## config.mk

```make
export PLATFORM = sky130hd
export DESIGN_NAME = wb_write_queue_flat
export DESIGN_NICKNAME = d
export VERILOG_FILES = /design/src/rtl/wb_write_queue_if.sv /design/src/rtl/wb_write_queue.sv /design/src/flat_wrapper.sv
export SDC_FILE = /design/constraint.sdc
export NUM_CORES = 1
export LEC_CHECK = 0
export ABC_CLOCK_PERIOD_IN_PS = 7020
export BUFFER_PORTS_ARGS = -buffer_cell sky130_fd_sc_hd__buf_2
export CELL_PAD_IN_SITES_DETAIL_PLACEMENT = 0
export CELL_PAD_IN_SITES_GLOBAL_PLACEMENT = 1
export CORE_UTILIZATION = 39
export CTS_CLUSTER_SIZE = 14
export DETAILED_ROUTE_END_ITERATION = 6
export GPL_TIMING_DRIVEN = 0
export PLACE_DENSITY_LB_ADDON = 0.1
export SETUP_SLACK_MARGIN = 0.02
export SLEW_MARGIN = 10
export SYNTH_ARGS = -nofsm -noshare
export SYNTH_HDL_FRONTEND = slang
export SYNTH_SLANG_ARGS = --single-unit
```

## constraint.sdc

```tcl
create_clock -name clk -period 7.02 [get_ports clk]
set_input_delay 1.053 -clock clk [delete_from_list [all_inputs] [get_ports clk]]
set_output_delay 1.053 -clock clk [all_outputs]
set_load 0.02 [all_outputs]
```

## src/rtl/wb_write_queue_if.sv

```systemverilog
// wb_write_queue_if: producer, register-bank and bypass-lookup signals of the write-back queue
interface wb_write_queue_if #(
    parameter int AW   = 5,
    parameter int DW   = 32,
    parameter int NREG = 16
);
    logic                 alu_valid;
    logic [AW-1:0]        alu_dr;
    logic signed [DW-1:0] alu_data;
    logic                 alu_ready;
    logic                 mem_valid;
    logic [AW-1:0]        mem_dr;
    logic signed [DW-1:0] mem_data;
    logic                 mem_ready;
    logic                 rf_write;
    logic [AW-1:0]        rf_dr;
    logic signed [DW-1:0] rf_wrData;
    logic [NREG-1:0]      busy_mask;
    logic                 full;
    logic                 empty;
    logic                 err_drop;
    logic [AW-1:0]        chk_sr;
    logic                 chk_hit;
    logic signed [DW-1:0] chk_data;

    modport slave (
        input  alu_valid, alu_dr, alu_data, mem_valid, mem_dr, mem_data, chk_sr,
        output alu_ready, mem_ready, rf_write, rf_dr, rf_wrData, busy_mask, full, empty, err_drop,
               chk_hit, chk_data
    );

    modport master (
        output alu_valid, alu_dr, alu_data, mem_valid, mem_dr, mem_data, chk_sr,
        input  alu_ready, mem_ready, rf_write, rf_dr, rf_wrData, busy_mask, full, empty, err_drop,
               chk_hit, chk_data
    );
endinterface

```

## src/rtl/wb_write_queue.sv

```systemverilog
// wb_write_queue: in-order write-back FIFO from ALU/load unit to the register bank write port.
// Optional macro WB_BYPASS_EN builds the chk_sr forwarding lookup; without it chk_hit/chk_data are 0.
module wb_write_queue #(
    parameter int DEPTH = 4,
    parameter int AW    = 5,
    parameter int DW    = 32,
    parameter int NREG  = 16
) (
    input logic             clk,
    input logic             reset,
    wb_write_queue_if.slave wb
);
    localparam int PW = $clog2(DEPTH);
    localparam int CW = PW + 1;

    logic [AW-1:0]        dr_q [DEPTH];
    logic [AW-1:0]        dr_d [DEPTH];
    logic signed [DW-1:0] data_q [DEPTH];
    logic signed [DW-1:0] data_d [DEPTH];
    logic [PW-1:0]        rptr_q, rptr_d, wptr_q, wptr_d, wp;
    logic [CW-1:0]        count_q, count_d;
    logic                 wr_q, wr_d;
    logic [AW-1:0]        wr_dr_q, wr_dr_d;
    logic signed [DW-1:0] wr_data_q, wr_data_d;
    logic                 err_q, err_d;
    logic                 mem_ready, alu_ready, pop;
    logic                 mem_acc, alu_acc, mem_bad, alu_bad, mem_keep, alu_keep;
    logic [NREG-1:0]      busy;

    // Accept/filter producers (mem slot first), pop the head into the output stage, update count
    always_comb begin
        mem_ready = count_q < CW'(DEPTH);
        alu_ready = (count_q <= CW'(DEPTH - 2)) || (count_q == CW'(DEPTH - 1) && !wb.mem_valid);
        mem_acc   = wb.mem_valid && mem_ready;
        alu_acc   = wb.alu_valid && alu_ready;
        mem_bad   = mem_acc && ({1'b0, wb.mem_dr} >= (AW + 1)'(NREG));
        alu_bad   = alu_acc && ({1'b0, wb.alu_dr} >= (AW + 1)'(NREG));
        mem_keep  = mem_acc && !mem_bad && wb.mem_dr != '0;
        alu_keep  = alu_acc && !alu_bad && wb.alu_dr != '0;
        pop       = count_q != '0;
        dr_d      = dr_q;
        data_d    = data_q;
        wp        = wptr_q;
        if (mem_keep) begin
            dr_d[wp]   = wb.mem_dr;
            data_d[wp] = wb.mem_data;
            wp         = wp + PW'(1);
        end
        if (alu_keep) begin
            dr_d[wp]   = wb.alu_dr;
            data_d[wp] = wb.alu_data;
            wp         = wp + PW'(1);
        end
        wptr_d    = wp;
        rptr_d    = rptr_q + PW'(pop);
        count_d   = count_q + CW'(mem_keep) + CW'(alu_keep) - CW'(pop);
        wr_d      = pop;
        wr_dr_d   = pop ? dr_q[rptr_q] : wr_dr_q;
        wr_data_d = pop ? data_q[rptr_q] : wr_data_q;
        err_d     = mem_bad || alu_bad;
    end

    // Pending destinations: live FIFO slots plus the output stage while it is writing
    always_comb begin
        busy = '0;
        for (int i = 0; i < DEPTH; i++)
            if ({1'b0, PW'(i) - rptr_q} < count_q) busy = busy | (NREG'(1) << dr_q[i]);
        if (wr_q) busy = busy | (NREG'(1) << wr_dr_q);
    end

    // State registers; reset drops every pending entry
    always_ff @(posedge clk or negedge reset) begin
        if (!reset) begin
            dr_q      <= '{default: '0};
            data_q    <= '{default: '0};
            rptr_q    <= '0;
            wptr_q    <= '0;
            count_q   <= '0;
            wr_q      <= 1'b0;
            wr_dr_q   <= '0;
            wr_data_q <= '0;
            err_q     <= 1'b0;
        end else begin
            dr_q      <= dr_d;
            data_q    <= data_d;
            rptr_q    <= rptr_d;
            wptr_q    <= wptr_d;
            count_q   <= count_d;
            wr_q      <= wr_d;
            wr_dr_q   <= wr_dr_d;
            wr_data_q <= wr_data_d;
            err_q     <= err_d;
        end
    end

    assign wb.mem_ready = mem_ready;
    assign wb.alu_ready = alu_ready;
    assign wb.rf_write  = wr_q;
    assign wb.rf_dr     = wr_dr_q;
    assign wb.rf_wrData = wr_data_q;
    assign wb.busy_mask = busy;
    assign wb.full      = count_q == CW'(DEPTH);
    assign wb.empty     = count_q == '0 && !wr_q;
    assign wb.err_drop  = err_q;

`ifdef WB_BYPASS_EN
    logic                 hit;
    logic signed [DW-1:0] hit_data;

    // Youngest match wins: scan output stage, then head to tail, later hits override earlier ones
    always_comb begin
        hit      = 1'b0;
        hit_data = '0;
        if (wb.chk_sr != '0) begin
            if (wr_q && wr_dr_q == wb.chk_sr) begin
                hit      = 1'b1;
                hit_data = wr_data_q;
            end
            for (int k = 0; k < DEPTH; k++)
                if (CW'(k) < count_q && dr_q[rptr_q + PW'(k)] == wb.chk_sr) begin
                    hit      = 1'b1;
                    hit_data = data_q[rptr_q + PW'(k)];
                end
        end
    end

    assign wb.chk_hit  = hit;
    assign wb.chk_data = hit_data;
`else
    logic unused_chk;
    assign unused_chk  = ^wb.chk_sr;
    assign wb.chk_hit  = 1'b0;
    assign wb.chk_data = '0;
`endif
endmodule

```

## src/flat_wrapper.sv

```systemverilog
// flat-port wrapper written by rule: the top's interface ports become plain ports
module wb_write_queue_flat 
#(
    parameter int DEPTH = 4,
    parameter int AW    = 5,
    parameter int DW    = 32,
    parameter int NREG  = 16
)
  (clk, reset, wb_alu_valid, wb_alu_dr, wb_alu_data, wb_mem_valid, wb_mem_dr, wb_mem_data, wb_chk_sr, wb_alu_ready, wb_mem_ready, wb_rf_write, wb_rf_dr, wb_rf_wrData, wb_busy_mask, wb_full, wb_empty, wb_err_drop, wb_chk_hit, wb_chk_data);
  wb_write_queue_if #(.AW(AW), .DW(DW), .NREG(NREG)) wb_i ();
  input logic clk;
  input logic reset;
  input wire logic [$bits(wb_i.alu_valid)-1:0] wb_alu_valid;
  input wire logic [$bits(wb_i.alu_dr)-1:0] wb_alu_dr;
  input wire logic [$bits(wb_i.alu_data)-1:0] wb_alu_data;
  input wire logic [$bits(wb_i.mem_valid)-1:0] wb_mem_valid;
  input wire logic [$bits(wb_i.mem_dr)-1:0] wb_mem_dr;
  input wire logic [$bits(wb_i.mem_data)-1:0] wb_mem_data;
  input wire logic [$bits(wb_i.chk_sr)-1:0] wb_chk_sr;
  output wire logic [$bits(wb_i.alu_ready)-1:0] wb_alu_ready;
  output wire logic [$bits(wb_i.mem_ready)-1:0] wb_mem_ready;
  output wire logic [$bits(wb_i.rf_write)-1:0] wb_rf_write;
  output wire logic [$bits(wb_i.rf_dr)-1:0] wb_rf_dr;
  output wire logic [$bits(wb_i.rf_wrData)-1:0] wb_rf_wrData;
  output wire logic [$bits(wb_i.busy_mask)-1:0] wb_busy_mask;
  output wire logic [$bits(wb_i.full)-1:0] wb_full;
  output wire logic [$bits(wb_i.empty)-1:0] wb_empty;
  output wire logic [$bits(wb_i.err_drop)-1:0] wb_err_drop;
  output wire logic [$bits(wb_i.chk_hit)-1:0] wb_chk_hit;
  output wire logic [$bits(wb_i.chk_data)-1:0] wb_chk_data;
  assign wb_i.alu_valid = wb_alu_valid;
  assign wb_i.alu_dr = wb_alu_dr;
  assign wb_i.alu_data = wb_alu_data;
  assign wb_i.mem_valid = wb_mem_valid;
  assign wb_i.mem_dr = wb_mem_dr;
  assign wb_i.mem_data = wb_mem_data;
  assign wb_i.chk_sr = wb_chk_sr;
  assign wb_alu_ready = wb_i.alu_ready;
  assign wb_mem_ready = wb_i.mem_ready;
  assign wb_rf_write = wb_i.rf_write;
  assign wb_rf_dr = wb_i.rf_dr;
  assign wb_rf_wrData = wb_i.rf_wrData;
  assign wb_busy_mask = wb_i.busy_mask;
  assign wb_full = wb_i.full;
  assign wb_empty = wb_i.empty;
  assign wb_err_drop = wb_i.err_drop;
  assign wb_chk_hit = wb_i.chk_hit;
  assign wb_chk_data = wb_i.chk_data;
  wb_write_queue #(.DEPTH(DEPTH), .AW(AW), .DW(DW), .NREG(NREG)) u_core (.clk(clk), .reset(reset), .wb(wb_i));
endmodule
```

==> results.env, run 1 <==
SYNTH.CELL_AREA_SQ_UM=11900
GRT_SETUP_UNREPAIRED='no'
ANTENNA_FOUND_INITIAL=3
SYNTH_TOP_AREA_SHARE_PCT=40.7
CORE.ROWCOUNT=63
HOLD_VIOL=0
RESULT_OF_THE_RUN='complete, no violations'
CTS_HTREE_LEVELS=4
AREA_OF_THE_MULTI_INPUT_GATES_SQ_UM=6550
STARTPOINT_TYPE='flop'
SYNTH_FF_TYPE='sky130_fd_sc_hd__dfrtp_1'
POWER.DENSITY_CELL_AREA_nW_PER_UM2=465
TOTAL_TRACK_USAGE_PCT=20.3
AVGROUTEDWIREPERCELL_UM=20.9
GRT_PASS1_WL_UM=47900
FINAL_UTIL_PCT=46.5
YS_TYPES=46
FINAL.SETUP_SKEW_PS=13.8
TIMING.FINAL.CRIT_PERIOD_PS=4910
FIRST_PASS_ITERS=5
ANTENNA_VIOLATING_NETS_POST_ROUTE=0
DETAILEDROUTE.FIRSTITERATIONVIOLATIONS=329
MAXCAPVIOLATIONS=0
STD_CELL_CORE_AREA_SQ_UM=29900
SYNTH-EDFF-COUNT=0
GRT_START_MAX_NET_PINS=96
ROOT_BUFFER_MASTER='sky130_fd_sc_hd__clkbuf_16'
WORST_PIN_SLEW_PS=1170
ROUTE.VIAS.TOTAL=7470
DRT-VIAS-PER-INSTANCE=5.20
FIRST_GLOBAL_VIAS=7800
ASYNC_RESET_FF_SHARE_PCT=100
YS_FF_LATCH=194
SYNTH_AREA_LEADERS='sky130_fd_sc_hd__dfrtp_1 41%, sky130_fd_sc_hd__mux2_4 17%, sky130_fd_sc_hd__mux2_2 9.6%'
SETUP_VIOL_COUNT_FINAL=0
PORT_BUFFERS=136
DRT_WL_TOTAL_UM=30100
SYNTH_WARNINGS=0
CTS_INSERTED_BUFFERS=17
END_KIND='primary output'
FP.DIEH_UM=177
YS_SEQ_AREA_SHARE_PCT=40.7
FINAL.FILL_COUNT=2771
DRC=0
CLKSINKCOUNT=194
DRV_SLEW=0
SYN-INSTANCE-COUNT=845
GP_CONGESTION=0.864
GRT_OVERFLOW=0
DIE_FOOTPRINT_SQ_UM=31300
ACHIEVABLE-FREQUENCY_GHz=0.204
PERIOD_UTILIZATION_POST_ROUTE_PCT=69.9
FINAL_LAYOUT_SIZE_SUFFIX_GT1_SHARE_PCT=49.9
POWER.STATIC_LEAKAGE_uW=0.00671
POST_SYNTH.CELL_AREA_AVG_SQ_UM=14.1
FIN_TNS_SETUP_PS=0
CTS_BUFFER_DEPTH=2
WORST_EP_ARRIVAL_TIME_PS=3850
POST_CTS_REPAIR_RESIZE_COUNT=0
DIE_WIDTH_UM=177
YOSYS.AREA.TOP_TYPE='sky130_fd_sc_hd__dfrtp_1'
ANTENNA-DIODE-COUNT=0
SETUP_CP_TYPE='flop to primary output'
SYNTHTOLAYOUTAREAGROWTH_PCT=16.4
FINALNETCOUNT=1134
HPWL_UM=20700
REPORT.POWER.TOTAL_uW=6470
INITIAL_UTILIZATION_PCT=40.0
CLOCK_LATENCY_PS=440
CTS.CLK_SLEW.WORST_PATHS_PS=80
WORST_EP_REQUIRED_TIME_PS=5970
CTS_HOLD_FIX_BUFS=0
FLOORPLAN.IO_PINS=175
TRITONCTS='yes'
CTS.REPAIR_TIMING.SETUP_BUFFER_COUNT=0
IR_WORST_VDD_uV=178
TIMING.MAX_SLEW.REL_SLACK_PCT=21.8
SEQUENTIAL_CELL_AREA_SQ_UM=4850
CRITICAL_PATH.MAX_FANOUT=10
MIN_PATH_TYPE='primary input to asynchronous set/reset pin'
cells by family (layout without fill, tap and decap cells):
| family | after synthesis | in the layout | synth area share [%] |
|---|---|---|---|
| other | 1 | 33 | 0.0314 |
| AND/OR/NAND/NOR | 128 | 128 | 6.36 |
| multiplexers | 364 | 364 | 42.1 |
| XOR/XNOR | 5 | 5 | 0.367 |
| flip-flops | 194 | 194 | 40.7 |
| buffers and inverters | 91 | 261 | 5.51 |
| adder cells (fa/ha/maj) | 17 | 17 | 1.91 |
| AO/OA/AOI/OAI | 45 | 45 | 3.07 |
stage by stage:
| step | instances | hold WS (ps) | area (sq um) | setup WS [ps] |
|---|---|---|---|---|
| after floorplan | 877 | 477 | 12100 | 3560 |
| after global placement | 1403 | 485 | 13200 | 1280 |
| after detailed placement | 1405 | 492 | 13300 | 2590 |
| after CTS | 1437 | 437 | 13900 | 2110 |
| after global routing | 1437 | 443 | 13900 | 1860 |
| final | 1437 | 445 | 13900 | 2110 |
cell usage after synthesis, types with 13 or more instances:
cell type / instances
sky130_fd_sc_hd__mux4_2: 37
sky130_fd_sc_hd__buf_6: 24
sky130_fd_sc_hd__buf_4: 34
sky130_fd_sc_hd__mux2_4: 136
sky130_fd_sc_hd__nor3_1: 17
sky130_fd_sc_hd__nor2b_1: 14
sky130_fd_sc_hd__mux2_1: 89
sky130_fd_sc_hd__ha_1: 15
sky130_fd_sc_hd__mux2_2: 102
sky130_fd_sc_hd__nand3_1: 25
sky130_fd_sc_hd__inv_1: 13
sky130_fd_sc_hd__a22oi_1: 22
sky130_fd_sc_hd__nor2_1: 19
sky130_fd_sc_hd__dfrtp_1: 194
sky130_fd_sc_hd__nand2b_1: 13
area by class of cell:
| class | instances | area share (%) |
|---|---|---|
| well taps | 390 | 3.51 |
| clock buffers | 22 | 3.48 |
| multi-input cells | 592 | 47.1 |
| plain buffers | 78 | 4.38 |
| clock inverters | 10 | 0.900 |
| inverters | 13 | 0.351 |
| flip-flops and latches | 194 | 34.9 |
| repair buffers | 138 | 5.36 |
path summary, 6_finish.rpt:
path,start,endpoint,slack [ps],cells after the start
setup / recovery,u_core.rptr_q[1]$_DFF_PN0_,wb_busy_mask[11],2110,9
hold / removal,reset,u_core.data_q[44]$_DFF_PN0_,440,1
setup reg to reg,u_core.count_q[2]$_DFF_PN0_,u_core.count_q[2]$_DFF_PN0_,3950,10
hold reg to reg,u_core.wb.rf_wrData[12]$_DFFE_PN0N_,u_core.wb.rf_wrData[12]$_DFFE_PN0N_,500,1
max in group asynchronous,reset,u_core.data_q[26]$_DFF_PN0_,5430,3
min in group clk,u_core.wb.rf_wrData[12]$_DFFE_PN0N_,u_core.wb.rf_wrData[12]$_DFFE_PN0N_,500,1
placed cells by master (no fill, tap or decap), drive strengths merged, types with 2 or more instances in the layout:
cell type,instances
mux2,327
buf,207
dfrtp,194
mux4,37
conb,33
clkbuf,31
nand3,29
a22oi,22
nor2,19
nor3,17
ha,15
nor2b,14
inv,14
nand2b,13
a21oi,9
nand2,8
and3,8
clkinv,7
nand4,6
a211oi,5
xor2,4
o21ai,4
nor4,3
a32oi,2
fa,2
bufinv,2
or4,2
nor3b,2
critical path: stages, from the launching register on:
cell	delay, ps
sky130_fd_sc_hd__dfrtp_1	490
sky130_fd_sc_hd__buf_1	670
sky130_fd_sc_hd__xor2_1	240
sky130_fd_sc_hd__inv_1	60
sky130_fd_sc_hd__ha_1	260
sky130_fd_sc_hd__nor2b_1	140
sky130_fd_sc_hd__a211oi_1	960
sky130_fd_sc_hd__a22oi_1	250
sky130_fd_sc_hd__nand3_1	170
sky130_fd_sc_hd__buf_2	170
metal layers:
metal	share of wire (%)	global-route usage, %	vias up
li1	-	-	3455
met1	45	27.2	3799
met2	49	33.5	177
met3	4.4	3.87	33
met4	1.5	5.10	6
met5	0.086	0	-
sequential cells by signal (all words and copies together) (netlist names), 2 cells and up:
signal               count
u_core.count_q           3
u_core.data_q          128
u_core.dr_q             20
u_core.rptr_q            2
u_core.wb.rf_dr          5
u_core.wb.rf_wrData     32
u_core.wptr_q            2
power by group:
part / internal, uW / switching (uW)
Clock: 568 / 445
Combinational: 1870 / 1540
Sequential: 1690 / 363
Total: 4120 / 2350
Note: power is estimated with default switching activity, not from simulation.
==> run 2, diff against run 1 <==
--- a/config.mk
+++ b/config.mk
@@ -5,7 +5,7 @@
 export SDC_FILE = /design/constraint.sdc
 export NUM_CORES = 1
 export LEC_CHECK = 0
-export ABC_CLOCK_PERIOD_IN_PS = 7020
+export ABC_CLOCK_PERIOD_IN_PS = 4100
 export BUFFER_PORTS_ARGS = -buffer_cell sky130_fd_sc_hd__buf_2
 export CELL_PAD_IN_SITES_DETAIL_PLACEMENT = 0
 export CELL_PAD_IN_SITES_GLOBAL_PLACEMENT = 1
==> constraint.sdc (replaced) <==
create_clock -name clk -period 4.1 [get_ports clk]
set_input_delay 0.615 -clock clk [delete_from_list [all_inputs] [get_ports clk]]
set_output_delay 0.615 -clock clk [all_outputs]
set_load 0.02 [all_outputs]
==> results.env, run 2 (synthesis gave the netlist of run 1 again) <==
RESULT_OF_THE_RUN='complete, no violations'
CRITICAL_PATH.CELL_CHAIN='clkbuf_1, buf_2, xor2_1, inv_1, ha_1, nor2b_1, a211oi_4, a22oi_1, nand3_1, buf_2'
CRITICAL_PATH.MAX_FANOUT=10  # unchanged
ACHIEVABLE-FREQUENCY_GHz=0.265
SETUP_VIOL_COUNT_FINAL=0  # unchanged
DETAILEDROUTE.FIRSTITERATIONVIOLATIONS=287  # -13%
DIE_FOOTPRINT_SQ_UM=31300  # unchanged
TIMING.FINAL.CRIT_PERIOD_PS=3780
GRT_SETUP_UNREPAIRED='no'
TIMING.FINAL.WS_SETUP_PS=322  # -1790 ps
FINAL-INSTANCE-COUNT-EXCL-FILL=1438  # +0.070%
ANTENNA-DIODE-COUNT=0  # unchanged
FIRST_PASS_ITERS=5  # unchanged
MIN_PATH_TYPE='primary input to flop'
SLOWEST_DELAY_PS=470  # -490 ps
POWER.STATIC_LEAKAGE_uW=0.00673  # +0.36%
HOLD_VIOL=0  # unchanged
CTS.REPAIR_TIMING.SETUP_BUFFER_COUNT=0  # unchanged
WORST_EP_ARRIVAL_TIME_PS=3160  # -690 ps
CLOCK_LATENCY_PS=440  # about the same
GRT_PASS1_WL_UM=48000  # +0.16%
TRITONCTS='yes'
DRT-VIAS-PER-INSTANCE=5.23  # +0.61%
PRE_CTS_SLACK_PS=109  # -2480 ps
DRC=0  # unchanged
FINAL_COMMON_CELL='sky130_fd_sc_hd__dfrtp_1'
LARGEST_REGISTER_FF_COUNT=128  # unchanged
CRITPATHSLOWESTCELL='sky130_fd_sc_hd__a211oi_4'
FINAL_UTIL_PCT=46.8  # +0.30 points
CTS.CLK_SLEW.WORST_PATHS_PS=70  # about the same
MAXCAPVIOLATIONS=0  # unchanged
PERIOD_UTILIZATION_POST_ROUTE_PCT=92.2
WORST_PIN_SLEW_PS=922  # -245 ps
CORE.ROWCOUNT=63  # unchanged
REPORT.POWER.TOTAL_uW=11200  # +73%
FINAL.SETUP_SKEW_PS=13.8  # -0.00220 ps
WORST_EP_REQUIRED_TIME_PS=3480  # -2490 ps
DP.CELLS=1405  # unchanged
GRT_START_MAX_NET_PINS=96  # unchanged
FIRST_GLOBAL_VIAS=7807  # +0.090%
SYNTHTOLAYOUTAREAGROWTH_PCT=17.2
CTS_HTREE_LEVELS=4  # unchanged
ANTENNA_FOUND_INITIAL=3  # unchanged
WORST_SETUP_PATH_ENDPOINT='wb_busy_mask[11]'
SEQUENTIAL_CELL_AREA_SQ_UM=4850  # unchanged
FINALNETCOUNT=1135  # +0.088%
ANTENNA_VIOLATING_NETS_POST_ROUTE=0  # unchanged
END_KIND='primary output'
CLKSINKCOUNT=194  # unchanged
HOLD_SLACK_PS=445  # +0.500 ps
DRV_SLEW=0  # unchanged
CTS_BUFFER_DEPTH=2  # unchanged
FINAL.FILL_COUNT=2764  # -0.25%
R2R.WORST_PATH.CELLS=10  # unchanged
ROOT_BUFFER_MASTER='sky130_fd_sc_hd__clkbuf_16'
WORST_R2R_STARTPOINT='u_core.count_q[2]$_DFF_PN0_'
REG2REG_END='u_core.count_q[2]$_DFF_PN0_'
CTS_INSERTED_BUFFERS=17  # unchanged
FLOORPLAN.IO_PINS=175  # unchanged
TIMING.MAX_SLEW.REL_SLACK_PCT=38.6  # +17 points
AREA_OF_THE_MULTI_INPUT_GATES_SQ_UM=6620  # +1.1%
HPWL_UM=20700  # unchanged
RRSETUPSLACK_PS=1010  # -2940 ps
GRT_OVERFLOW=0  # unchanged
LARGEST-REGISTER='u_core.data_q'
TOTAL_TRACK_USAGE_PCT=20.3  # +0.033 points
WORST_PATH_MOST_REPEATED_CELL='sky130_fd_sc_hd__buf_2'
CRITICAL_PATH.STARTPOINT='u_core.rptr_q[0]$_DFF_PN0_'
SETUP_CP_TYPE='flop to primary output'
ROUTE.VIAS.TOTAL=7521  # +0.68%
POWER.DENSITY_CELL_AREA_nW_PER_UM2=801  # +72%
DRT_WL_TOTAL_UM=30200  # +0.19%
DIE_WIDTH_UM=177  # unchanged
STARTPOINT_TYPE='flop'
FINAL_LAYOUT_SIZE_SUFFIX_GT1_SHARE_PCT=50.6  # +0.72 points
PORT_BUFFERS=136  # unchanged
GP_CONGESTION=0.864  # unchanged
INITIAL_UTILIZATION_PCT=40.0  # unchanged
AVGROUTEDWIREPERCELL_UM=21.0  # +0.12%
IR_WORST_VDD_uV=305  # +71%
FP.DIEH_UM=177  # unchanged
STD_CELL_CORE_AREA_SQ_UM=29900  # unchanged
LAYOUT.CELLS.MOST_COMMON_LIST='194 x sky130_fd_sc_hd__dfrtp_1, 142 x sky130_fd_sc_hd__buf_2, 136 x sky130_fd_sc_hd__mux2_4, 102 x sky130_fd_sc_hd__mux2_2, 89 x sky130_fd_sc_hd__mux2_1'
==> run 2: stage by stage <==
| stage | TNS [ps] | cell area, sq um |
|---|---|---|
| 2_1_floorplan | 0 | 12100 |
| 3_3_place_gp | -228440 | 13200 |
| 3_5_place_dp | 0 | 13300 |
| 4_1_cts | 0 | 13900 |
| 5_1_grt | 0 | 14000 |
| 6_report | 0 | 14000 |
==> run 2: timing repair <==
item | in CTS | in global routing
setup endpoints to repair | 16 | 15
hold endpoints to repair | 2 | 0
gates resized for setup | 7 | 8
hold buffers | 1 | 0
==> run 2: worst max-delay path: cells and delay by family (launching register included) <==
family | cells | cell delay [ps]
buffers and inverters | 4 | 910
AOI/OAI and AO/OA | 2 | 650
DFF | 1 | 340
and+or+nand+nor | 2 | 330
adders and majority gates | 1 | 260
xor gates and xnor gates | 1 | 230
==> run 2: layer usage <==
layer | share of wire (%) | track usage, % | wire length [um] | vias up
met5 | 0.086 | 0 | 26 | -
met4 | 1.5 | 5.10 | 441 | 6
met3 | 4.5 | 3.80 | 1360 | 31
met2 | 49 | 33.6 | 14800 | 192
met1 | 45 | 27.3 | 13500 | 3835
li1 | - | - | - | 3457
==> run 2: worst min-delay path by stage <==
stage / cells past startpoint / slack [ps] / from / endpoint
6_report: 2 / 450 / wb_alu_valid / u_core.wb.err_drop$_DFF_PN0_
5_1_grt: 2 / 430 / wb_alu_valid / u_core.wb.err_drop$_DFF_PN0_
4_1_cts: 2 / 420 / wb_alu_valid / u_core.wb.err_drop$_DFF_PN0_
3_5_place_dp: 1 / 480 / reset / u_core.data_q[44]$_DFF_PN0_
3_3_place_gp: 1 / 480 / u_core.rptr_q[0]$_DFF_PN0_ / u_core.rptr_q[0]$_DFF_PN0_
2_1_floorplan: 0 / 320 / reset / u_core.count_q[0]$_DFF_PN0_
==> run 2: power breakdown <==
part           switching [uW]  leakage [uW]  internal [uW]
sequential                631       0.00234           2890
combinational            2700       0.00409           3250
clock                     761      0.000302            973
total                    4100       0.00673           7110
==> run 2: final cells by class <==
cell class,count,area share [%]
Clock buffer,22,3.46
Clock inverter,10,0.894
Timing Repair Buffer,139,5.40
Sequential cell,194,34.7
Multi-Input combinational cell,592,47.3
Inverter,13,0.349
Buffer,78,4.42
Tap cell,390,3.49
==> run 3, diff against run 2 <==
--- a/config.mk
+++ b/config.mk
@@ -5,7 +5,7 @@
 export SDC_FILE = /design/constraint.sdc
 export NUM_CORES = 1
 export LEC_CHECK = 0
-export ABC_CLOCK_PERIOD_IN_PS = 4100
+export ABC_CLOCK_PERIOD_IN_PS = 4400
 export BUFFER_PORTS_ARGS = -buffer_cell sky130_fd_sc_hd__buf_2
 export CELL_PAD_IN_SITES_DETAIL_PLACEMENT = 0
 export CELL_PAD_IN_SITES_GLOBAL_PLACEMENT = 1
==> constraint.sdc (replaced) <==
create_clock -name clk -period 4.4 [get_ports clk]
set_input_delay 0.66 -clock clk [delete_from_list [all_inputs] [get_ports clk]]
set_output_delay 0.66 -clock clk [all_outputs]
set_load 0.02 [all_outputs]
==> results.env, run 3 (synthesis gave the netlist of run 1 again) <==
MAXCAPVIOLATIONS=0  # unchanged
MIN_PATH_TYPE='primary input to asynchronous set/reset pin'
CLKSINKCOUNT=194  # unchanged
DRT_WL_TOTAL_UM=30200  # about the same
SETUP_VIOL_COUNT_FINAL=0  # unchanged
ACHIEVABLE-FREQUENCY_GHz=0.252
DRT-VIAS-PER-INSTANCE=5.22  # -0.26%
LARGEST-REGISTER='u_core.data_q'
PRE_CTS_SLACK_PS=364  # +255 ps
CLOCK_LATENCY_PS=440  # about the same
FINALNETCOUNT=1134  # -0.088%
CRITPATHSLOWESTCELL='sky130_fd_sc_hd__a211oi_2'
FINAL.SETUP_SKEW_PS=13.8  # -0.00980 ps
FIN_TNS_SETUP_PS=0  # unchanged
GRT_OVERFLOW=0  # unchanged
WORST_EP_ARRIVAL_TIME_PS=3310  # +150 ps
LAYOUT.CELLS.MOST_COMMON_LIST='194 x sky130_fd_sc_hd__dfrtp_1, 142 x sky130_fd_sc_hd__buf_2, 136 x sky130_fd_sc_hd__mux2_4, 102 x sky130_fd_sc_hd__mux2_2, 89 x sky130_fd_sc_hd__mux2_1'
HOLD_SLACK_PS=51.7  # -393 ps
ROOT_BUFFER_MASTER='sky130_fd_sc_hd__clkbuf_16'
FLOORPLAN.IO_PINS=175  # unchanged
CRITICAL_PATH.MAX_FANOUT=10  # unchanged
POWER.STATIC_LEAKAGE_uW=0.00672  # -0.20%
CORE.ROWCOUNT=63  # unchanged
SYNTHTOLAYOUTAREAGROWTH_PCT=16.7
IR_WORST_VDD_uV=284  # -6.8%
ANTENNA_VIOLATING_NETS_POST_ROUTE=0  # unchanged
ROUTE.VIAS.TOTAL=7496  # -0.33%
TIMING.FINAL.WS_SETUP_PS=427  # +105 ps
FINAL_COMMON_CELL='sky130_fd_sc_hd__dfrtp_1'
CTS_HOLD_FIX_BUFS=0  # -1
FP.DIEH_UM=177  # unchanged
TRITONCTS='yes'
DIE_FOOTPRINT_SQ_UM=31300  # unchanged
GRT_START_MAX_NET_PINS=96  # unchanged
DIE_WIDTH_UM=177  # unchanged
FIRST_PASS_ITERS=5  # unchanged
HPWL_UM=20700  # unchanged
FINAL.FILL_COUNT=2771  # +0.25%
TIMING.MAX_SLEW.REL_SLACK_PCT=28.1  # -10 points
CTS_INSERTED_BUFFERS=17  # unchanged
PERIOD_UTILIZATION_POST_ROUTE_PCT=90.3
RESULT_OF_THE_RUN='complete, no violations'
SETUP_CP_TYPE='flop to primary output'
DP.CELLS=1405  # unchanged
INITIAL_UTILIZATION_PCT=40.0  # unchanged
GP_CONGESTION=0.864  # unchanged
CRITICAL_PATH.CELL_CHAIN='clkbuf_1, buf_2, xor2_1, inv_1, ha_1, nor2b_1, a211oi_2, a22oi_1, nand3_1, buf_2'
STD_CELL_CORE_AREA_SQ_UM=29900  # unchanged
DRV_SLEW=0  # unchanged
PORT_BUFFERS=136  # unchanged
CTS.CLK_SLEW.WORST_PATHS_PS=80  # about the same
SLOWEST_DELAY_PS=610  # +140 ps
WORST_PIN_SLEW_PS=1070  # +148 ps
TIMING.FINAL.CRIT_PERIOD_PS=3970
LARGEST_REGISTER_FF_COUNT=128  # unchanged
ANTENNA_FOUND_INITIAL=3  # unchanged
AVGROUTEDWIREPERCELL_UM=21.0  # +0.16%
FIRST_GLOBAL_VIAS=7802  # -0.064%
CTS_BUFFER_DEPTH=2  # unchanged
CTS_HTREE_LEVELS=4  # unchanged
ANTENNA-DIODE-COUNT=0  # unchanged
DETAILEDROUTE.FIRSTITERATIONVIOLATIONS=354  # +23%
FINAL_LAYOUT_SIZE_SUFFIX_GT1_SHARE_PCT=50.4  # -0.14 points
WORST_PATH_MOST_REPEATED_CELL='sky130_fd_sc_hd__buf_2'
END_KIND='primary output'
GRT_SETUP_UNREPAIRED='no'
WORST_EP_REQUIRED_TIME_PS=3740  # +260 ps
POWER.DENSITY_CELL_AREA_nW_PER_UM2=744  # -7.1%
REPORT.POWER.TOTAL_uW=10400  # -7.6%
TOTAL_TRACK_USAGE_PCT=20.3  # about the same
FINAL-INSTANCE-COUNT-EXCL-FILL=1437  # -0.070%
DRC=0  # unchanged
STARTPOINT_TYPE='flop'
HOLD_VIOL=0  # unchanged
GRT_PASS1_WL_UM=47900  # -0.10%
## run 3: cell types whose count changed in the layout (fill, tap and decap cells not counted)
| cell | before | now |
|---|---|---|
| sky130_fd_sc_hd__a211oi_2 | 0 | 4 |
| sky130_fd_sc_hd__clkdlybuf4s15_2 | 1 | 0 |
| sky130_fd_sc_hd__nor3_1 | 16 | 17 |
| sky130_fd_sc_hd__a221oi_4 | 1 | 0 |
| sky130_fd_sc_hd__a221oi_2 | 0 | 1 |
| sky130_fd_sc_hd__nor3_2 | 1 | 0 |
| sky130_fd_sc_hd__clkbuf_1 | 9 | 10 |
| sky130_fd_sc_hd__dlygate4sd3_1 | 1 | 0 |
| sky130_fd_sc_hd__a211oi_4 | 4 | 0 |
## run 3: final timing paths
path                                                     start                                   to  slack, ps  cells after the start
max in group asynchronous                                reset          u_core.data_q[26]$_DFF_PN0_       3200                      3
min in group clk                                  wb_alu_valid         u_core.wb.err_drop$_DFF_PN0_        490                      2
max                                 u_core.rptr_q[0]$_DFF_PN0_                     wb_busy_mask[11]        430                     10
max reg2reg                        u_core.count_q[2]$_DFF_PN0_          u_core.count_q[2]$_DFF_PN0_       1330                     10
min                                                      reset          u_core.data_q[44]$_DFF_PN0_         50                      1
min reg2reg                u_core.wb.rf_wrData[12]$_DFFE_PN0N_  u_core.wb.rf_wrData[12]$_DFFE_PN0N_        500                      1
## run 3: per-stage QoR
| step | area, sq um | utilization [%] |
|---|---|---|
| 4_1_cts | 13900 | 46.6 |
| 3_3_place_gp | 13200 | 44.3 |
| 3_5_place_dp | 13300 | 44.5 |
| 6_report | 13900 | 46.6 |
| 5_1_grt | 13900 | 46.6 |
| 2_1_floorplan | 12100 | - |
## run 3: cell type report
class                   instances  area, sq um  share of cell area, %
multi-input cells             592         6570                   47.2
flip-flops and latches        194         4850                   34.9
repair buffers                138          746                   5.35
plain buffers                  78          611                   4.38
well taps                     390          488                   3.50
clock buffers                  22          484                   3.48
clock inverters                10          125                  0.898
inverters                      13         48.8                  0.350
## run 3: critical path: cells and delay by family (launching register included)
family / cells / cell delay, ps
XOR/XNOR: 1 / 230
flip-flops: 1 / 340
buffers and inverters: 4 / 900
AND/OR/NAND/NOR: 2 / 320
adder cells (fa/ha/maj): 1 / 260
AO/OA/AOI/OAI: 2 / 830
## run 3: repair_timing
| action | in CTS | in global routing |
|---|---|---|
| setup endpoints to repair | 16 | 16 |
| resized for setup | 4 | 3 |
| setup buffers | 0 | 0 |
## run 3: power by group
part | internal, uW | switching [uW] | total (uW) | leakage [uW]
Sequential | 2690 | 582 | 3270 | 0.00234
Combinational | 2990 | 2480 | 5470 | 0.00407
Clock | 907 | 710 | 1620 | 0.000302
Total | 6590 | 3780 | 10400 | 0.00672
## run 3: per-layer routing
| layer | GRT usage [%] | vias to the layer above | part of all wire (%) |
|---|---|---|---|
| li1 | - | 3458 | - |
| met1 | 27.3 | 3817 | 45 |
| met2 | 33.5 | 184 | 49 |
| met3 | 3.80 | 31 | 4.4 |
| met4 | 5.10 | 6 | 1.5 |
| met5 | 0 | - | 0.086 |
